===== config.mk =====
export PLATFORM = sky130hd
export DESIGN_NAME = adau1761_spi_responder
export DESIGN_NICKNAME = d
export VERILOG_FILES = /design/src/rtl/adau1761_spi_responder.sv
export SDC_FILE = /design/constraint.sdc
export NUM_CORES = 2
export LEC_CHECK = 0
export CAP_MARGIN = 20
export CORE_MARGIN = 2
export CORE_UTILIZATION = 60
export DETAILED_ROUTE_END_ITERATION = 16
export PLACE_DENSITY = 0.74
export SYNTH_ARGS = -nofsm -noshare
export SYNTH_HDL_FRONTEND = slang
export SYNTH_SLANG_ARGS = --single-unit

===== constraint.sdc =====
create_clock -name clk -period 7.4 [get_ports clk]
set_input_delay 0.74 -clock clk [delete_from_list [all_inputs] [get_ports clk]]
set_output_delay 0.74 -clock clk [all_outputs]
set_load 0.01 [all_outputs]

===== src/rtl/adau1761_spi_responder.sv =====
// SPI-mode register-map emulation of an ADAU1761 codec: three cs toggles latch SPI mode, then
// frames of cmd / addr_hi / addr_lo / data... read or write a 256-byte window starting at BASE_ADDR.
module adau1761_spi_responder #(
    parameter logic [15:0] BASE_ADDR   = 16'h4000,
    parameter int          SYNC_STAGES = 2
) (
    input  logic       clk,
    input  logic       resetn,
    input  logic       sclk,
    input  logic       cs,
    input  logic       sdi,
    output logic       sdo,
    output logic       sdo_oe,
    output logic       spi_mode,
    output logic       wr_stb,
    output logic [7:0] wr_addr,
    output logic [7:0] wr_data,
    output logic       frame_err,
    input  logic [7:0] dbg_addr,
    output logic [7:0] dbg_data
);

    typedef enum logic [2:0] {IDLE, CMD, ADDR_HI, ADDR_LO, DATA} state_t;

    state_t state, state_next;

    logic [SYNC_STAGES-1:0] sclk_sync, cs_sync, sdi_sync, fill;
    logic       sclk_s, cs_s, sdi_s, filled;
    logic       sclk_prev, cs_prev, armed;
    logic       sclk_rise, sclk_fall, cs_rise, cs_fall;
    logic       bit_sample, byte_done, we, in_range, load;
    logic [2:0] bit_cnt;
    logic [6:0] shreg;
    logic [7:0] byte_val, tx, rd_val;
    logic [15:0] addr, off;
    logic       is_read;
    logic [1:0] cs_cnt;
    logic [7:0] mem [256];

    // fill marks when the chains hold real samples rather than reset values
    always_ff @(posedge clk) begin
        if (!resetn) begin
            sclk_sync <= '0;
            cs_sync   <= '1;
            sdi_sync  <= '0;
            fill      <= '0;
        end else begin
            sclk_sync <= SYNC_STAGES'({sclk_sync, sclk});
            cs_sync   <= SYNC_STAGES'({cs_sync, cs});
            sdi_sync  <= SYNC_STAGES'({sdi_sync, sdi});
            fill      <= SYNC_STAGES'({fill, 1'b1});
        end
    end

    assign sclk_s = sclk_sync[SYNC_STAGES-1];
    assign cs_s   = cs_sync[SYNC_STAGES-1];
    assign sdi_s  = sdi_sync[SYNC_STAGES-1];
    assign filled = fill[SYNC_STAGES-1];

    assign sclk_rise = filled & sclk_s & ~sclk_prev;
    assign sclk_fall = filled & ~sclk_s & sclk_prev;
    assign cs_rise   = filled & cs_s & ~cs_prev;
    // a frame only starts after cs has been seen high, so a frame cut by reset is not resumed
    assign cs_fall   = filled & ~cs_s & cs_prev & armed;

    assign bit_sample = sclk_rise & ~cs_s & (state != IDLE);
    assign byte_val   = {shreg, sdi_s};
    assign byte_done  = bit_sample & (bit_cnt == 3'd7);

    assign off      = addr - BASE_ADDR;
    assign in_range = (off[15:8] == 8'h00);
    assign rd_val   = in_range ? mem[off[7:0]] : 8'h00;
    assign we       = byte_done & (state == DATA) & ~is_read & spi_mode & in_range;

    always_ff @(posedge clk) begin
        if (!resetn) state <= IDLE;
        else         state <= state_next;
    end

    always_comb begin
        state_next = state;
        sdo_oe     = 1'b0;
        sdo        = 1'b0;
        if (cs_rise) begin
            state_next = IDLE;
        end else if (cs_fall) begin
            state_next = CMD;
        end else if (byte_done) begin
            unique case (state)
                CMD:     state_next = ADDR_HI;
                ADDR_HI: state_next = ADDR_LO;
                ADDR_LO: state_next = DATA;
                DATA:    state_next = DATA;
                default: state_next = IDLE;
            endcase
        end
        if (spi_mode && is_read && state == DATA && !cs_s) begin
            sdo_oe = 1'b1;
            sdo    = tx[7];
        end
    end

    always_ff @(posedge clk) begin
        if (!resetn) begin
            sclk_prev <= 1'b0;
            cs_prev   <= 1'b1;
            armed     <= 1'b0;
            bit_cnt   <= '0;
            shreg     <= '0;
            is_read   <= 1'b0;
            addr      <= '0;
            tx        <= '0;
            load      <= 1'b0;
            cs_cnt    <= '0;
            spi_mode  <= 1'b0;
            wr_stb    <= 1'b0;
            wr_addr   <= '0;
            wr_data   <= '0;
            frame_err <= 1'b0;
        end else begin
            sclk_prev <= sclk_s;
            cs_prev   <= cs_s;
            armed     <= armed | (filled & cs_s);
            wr_stb    <= 1'b0;
            frame_err <= 1'b0;
            load      <= 1'b0;

            if (cs_rise) begin
                bit_cnt <= '0;
                if (spi_mode && state != IDLE && bit_cnt != 3'd0)
                    frame_err <= 1'b1;
                if (!spi_mode) begin
                    if (cs_cnt == 2'd2) spi_mode <= 1'b1;
                    else                cs_cnt   <= cs_cnt + 2'd1;
                end
            end else if (cs_fall) begin
                bit_cnt <= '0;
            end else if (bit_sample) begin
                shreg   <= byte_val[6:0];
                bit_cnt <= bit_cnt + 3'd1;
            end

            if (byte_done) begin
                unique case (state)
                    CMD:     is_read <= byte_val[0];
                    ADDR_HI: addr[15:8] <= byte_val;
                    ADDR_LO: begin
                        addr[7:0] <= byte_val;
                        load      <= 1'b1;
                    end
                    DATA: begin
                        addr <= addr + 16'd1;
                        load <= 1'b1;
                    end
                    default: ;
                endcase
            end

            if (we) begin
                wr_stb  <= 1'b1;
                wr_addr <= off[7:0];
                wr_data <= byte_val;
            end

            // no shift on the falling edge that closes a byte: bit 7 of the next byte is already loaded
            if (load)
                tx <= rd_val;
            else if (sclk_fall && state == DATA && bit_cnt != 3'd0)
                tx <= {tx[6:0], 1'b0};
        end
    end

    always_ff @(posedge clk) begin
        if (!resetn) begin
            for (int i = 0; i < 256; i++) mem[i] <= 8'h00;
            dbg_data <= 8'h00;
        end else begin
            if (we) mem[off[7:0]] <= byte_val;
            dbg_data <= (we && off[7:0] == dbg_addr) ? byte_val : mem[dbg_addr];
        end
    end

endmodule


==> impl_results.md <==
* Largest net degree at the start of global routing at 197
* Total gr overflow at 0
* Worst Skew at 0.0396 ns
* Slowest CP cell: and3_4
* NetSw at 6410 uW
* Core area at 0.192 mm2
* FF-to-FF Start: state[2]
* Synth Area in Compound Gates at 0.0239
* Pwr Total at 27500 uW
* Buffers from clock root to sink, at most at 3
* Slowest cell delay on critical path at 0.77 ns
* Hold Path End: tx[6]
* Post-route ant nets at 0
* TritonCTS clock tree: built
* Tightest Hold Check Type: in -> reg
* Starting Density at 0.602
* Hold Crit Depth at 3
* Hold Violations, Final at 0
* Critical path startpoint category: flip-flop
* Die width at 443 um
* Initial antenna violation count at 42
* DR iter-0 viols at 14400
* Sink Count at 2127
* Reg2reg setup slack at 2.22 ns
* Largest family of logic cells by synthesized area: multiplexers
* Top-level port count at 42
* Post-CTS Setup Inserts at 0
* Simple-gate share of the synthesized area at 0.145
* Die Span Y at 443 um
* Slew headroom at 0.126
* Worst Max-Slew Pin Slew at 1.31 ns
* Sequential share of the synthesized area at 0.545
* Asr flop ratio synth at 0
* Via density at 7.73
* P_int at 21100 uW
* Hold Buf Count CTS at 0
* Worst Path Arrival at 5.74 ns
* RD Place Congestion at 0.978
* Ys Warns at 0
* P&R area growth vs syn at 7.07%
* RSZ-0062 raised after global routing: false
* Primary FF master, synth: edfxtp_1
* Post-synthesis mux area share at 0.241
* Avg Cell Area, Syn at 14.4 um2
* Filler cells at 13300
* Routed vias at 78100
* Non-Filler Instances at 10100
* Fin nets at 7399
* Cell taking the most area after synthesis: edfxtp_1
* Fmax at 0.193 GHz
* IO buf count at 41
* WP data required at 7.96 ns
* Critical path class: reg -> reg
* Clock root buffer master: clkbuf_16
* Syn nets at 8043
* Total Wirelength at 383 mm
* Status: complete, no violations
* Worst path cell trace: nor3b_4 > nand2_1 > nor4_4 > buf_4 > nand2_1 > inv_2 > and3_4 > buf_4 > nand2_1 > nand2_1
* # placed instances at 9679
* First-pass detailed-route iteration total at 12
* Cells taking the most area after synthesis: edfxtp_1, mux4_2, and3_1
* Worst-path clk slew at 0.06 ns
* Hpwl dp at 243 mm
* Placed cell area at 0.117 mm2
* Post-Synth XOR/XNOR Area at 0.000832
* Clk pwr share at 0.409
* Later-pin clock latency in the skew report at 0.90 ns
* Resized Gates After CTS at 0
* DR DRC count at 0
* PwrDens at 222 mW/mm2
* LEAKAGE at 0.0472 uW
* Total CTS buffers at 214
* Synthesized instance count at 8022
* Most common cell in the netlist: edfxtp_1
* Sw frac at 0.233
* Max-capacitance violation count at 0
* Setup TNS at 0 ns
* CP dominant cell by count: nand2_1
* Full die area at 0.196 mm2
* Yosys cell types at 73
* Reg power frac at 0.514
* Min cycle time layout at 5.18 ns
* Crit Path Max Fanout at 48
* Vias in the first global route at 74200
* Hold path startpoint: resetn
* First-pass GRT wire length at 546 mm
* Endpoint type of the worst setup path: flip-flop
* Top-area cell type share of the netlist area at 0.531
* Mapped Area at 0.116 mm2
* Finish-stage setup viols at 0
* RR Endpoint: mem[6][0]
* Post-synth top cells: edfxtp_1, and3_1, mux4_2
* Rows at 161
* Routed WL per cell at 37.9 um
* Comb pwr share at 0.077
* Yosys reg bits at 2127
* Final hold slack at 0.427 ns
* Cell area after layout at 0.124 mm2
* Fin crit share at 0.699
* Worst vdd ir at 0.000275 V
* Total Routing Usage GR at 0.387
* Adder-cell share of the synthesized area at 0.000865
* Post-synth EDFFs at 2048
* Worst Reg2Reg Path Length in Cells at 10
* Slew Viols, Final at 0
* Share of layout cells above drive strength 1 at 0.232
* H-tree depth at 4
[worst max-delay path: cells and delay by family, from the launching register on]
kind	cells	cell delay [ns]
and+or+nand+nor	7	2.93
DFF	1	0.48
buffers and inverters	3	1.37
[power groups by stage]
stage / clock network (uW) / registers, uW / logic, uW
5_1_grt: 11600 / 14200 / 2130
6_report: 11200 / 14100 / 2110
4_1_cts: 11200 / 14100 / 2040
3_3_place_gp: 0 / 14300 / 2010
2_1_floorplan: 0 / 14200 / 1320
3_5_place_dp: 0 / 14400 / 2030
[through the flow]
step / setup WS (ns) / utilization
floorplan: 4.14 / -
global placement: 2.53 / 0.607
detailed placement: 2.43 / 0.607
CTS: 2.40 / 0.644
global route: 2.05 / 0.645
finish: 2.22 / 0.645
[how the worst max path moves through the flow]
stage | from | endpoint | cells after the start
2_1_floorplan | dbg_addr[0] | dbg_data[7] | 11
3_3_place_gp | dbg_addr[6] | dbg_data[2] | 6
3_5_place_dp | state[2] | mem[184][0] | 10
4_1_cts | state[2] | mem[184][5] | 10
5_1_grt | state[2] | mem[2][5] | 10
6_report | state[2] | mem[6][0] | 10
[layout make-up]
| class | count | area (um2) | area share |
|---|---|---|---|
| sequential | 2127 | 63100 | 0.509 |
| timing repair buffer | 240 | 2510 | 0.0203 |
| clock buffer | 277 | 5860 | 0.0473 |
| clock inverter | 123 | 1270 | 0.0103 |
| tap | 2526 | 3160 | 0.0255 |
| antenna | 15 | 37.5 | 0.000303 |
| inverter | 20 | 90.1 | 0.000727 |
| multi-input combinational | 4775 | 47900 | 0.386 |
[cells in the final DEF (no fill, tap or decap), types with 48 or more instances in the layout]
| master | n |
|---|---|
| o22ai_1 | 53 |
| nor2_1 | 74 |
| mux2i_1 | 193 |
| dfxtp_1 | 64 |
| and2_1 | 139 |
| o221ai_1 | 54 |
| buf_4 | 142 |
| nand2_1 | 662 |
| buf_12 | 48 |
| and3_1 | 1930 |
| clkbuf_16 | 221 |
| mux4_2 | 1149 |
| o21ai_0 | 76 |
| edfxtp_1 | 2048 |
| a21oi_1 | 86 |
[layer usage]
layer | share of wire | global-route usage | vias to the layer above | wire length (um)
met5 | 0.0010 | 0.00147 | - | 393
met4 | 0.064 | 0.199 | 48 | 24500
met3 | 0.16 | 0.123 | 1205 | 59600
met2 | 0.45 | 0.576 | 6769 | 172000
met1 | 0.33 | 0.517 | 39500 | 126000
li1 | - | - | 30600 | -
[sequential cells by signal, summed over array words and instances (netlist names)]
register / count
cs_cnt: 2
dbg_data: 8
state: 3
mem: 2048
armed: 1
sdi_sync: 2
bit_cnt: 3
shreg: 7
sclk_prev: 1
tx: 8
wr_data: 8
spi_mode: 1
is_read: 1
fill: 2
sclk_sync: 2
load: 1
wr_addr: 8
cs_sync: 2
cs_prev: 1
addr: 16
frame_err: 1
wr_stb: 1
[logic make-up (layout without fill, tap and decap cells)]
family,after synthesis,after routing
fa+ha+maj,8,8
mux,1354,1354
compound gates,416,416
flops,2127,2127
other cells,0,15
xor+xnor,11,11
buf+inv,1120,660
simple gates,2986,2986
No activity file was read; power rests on OpenSTA's default activity.
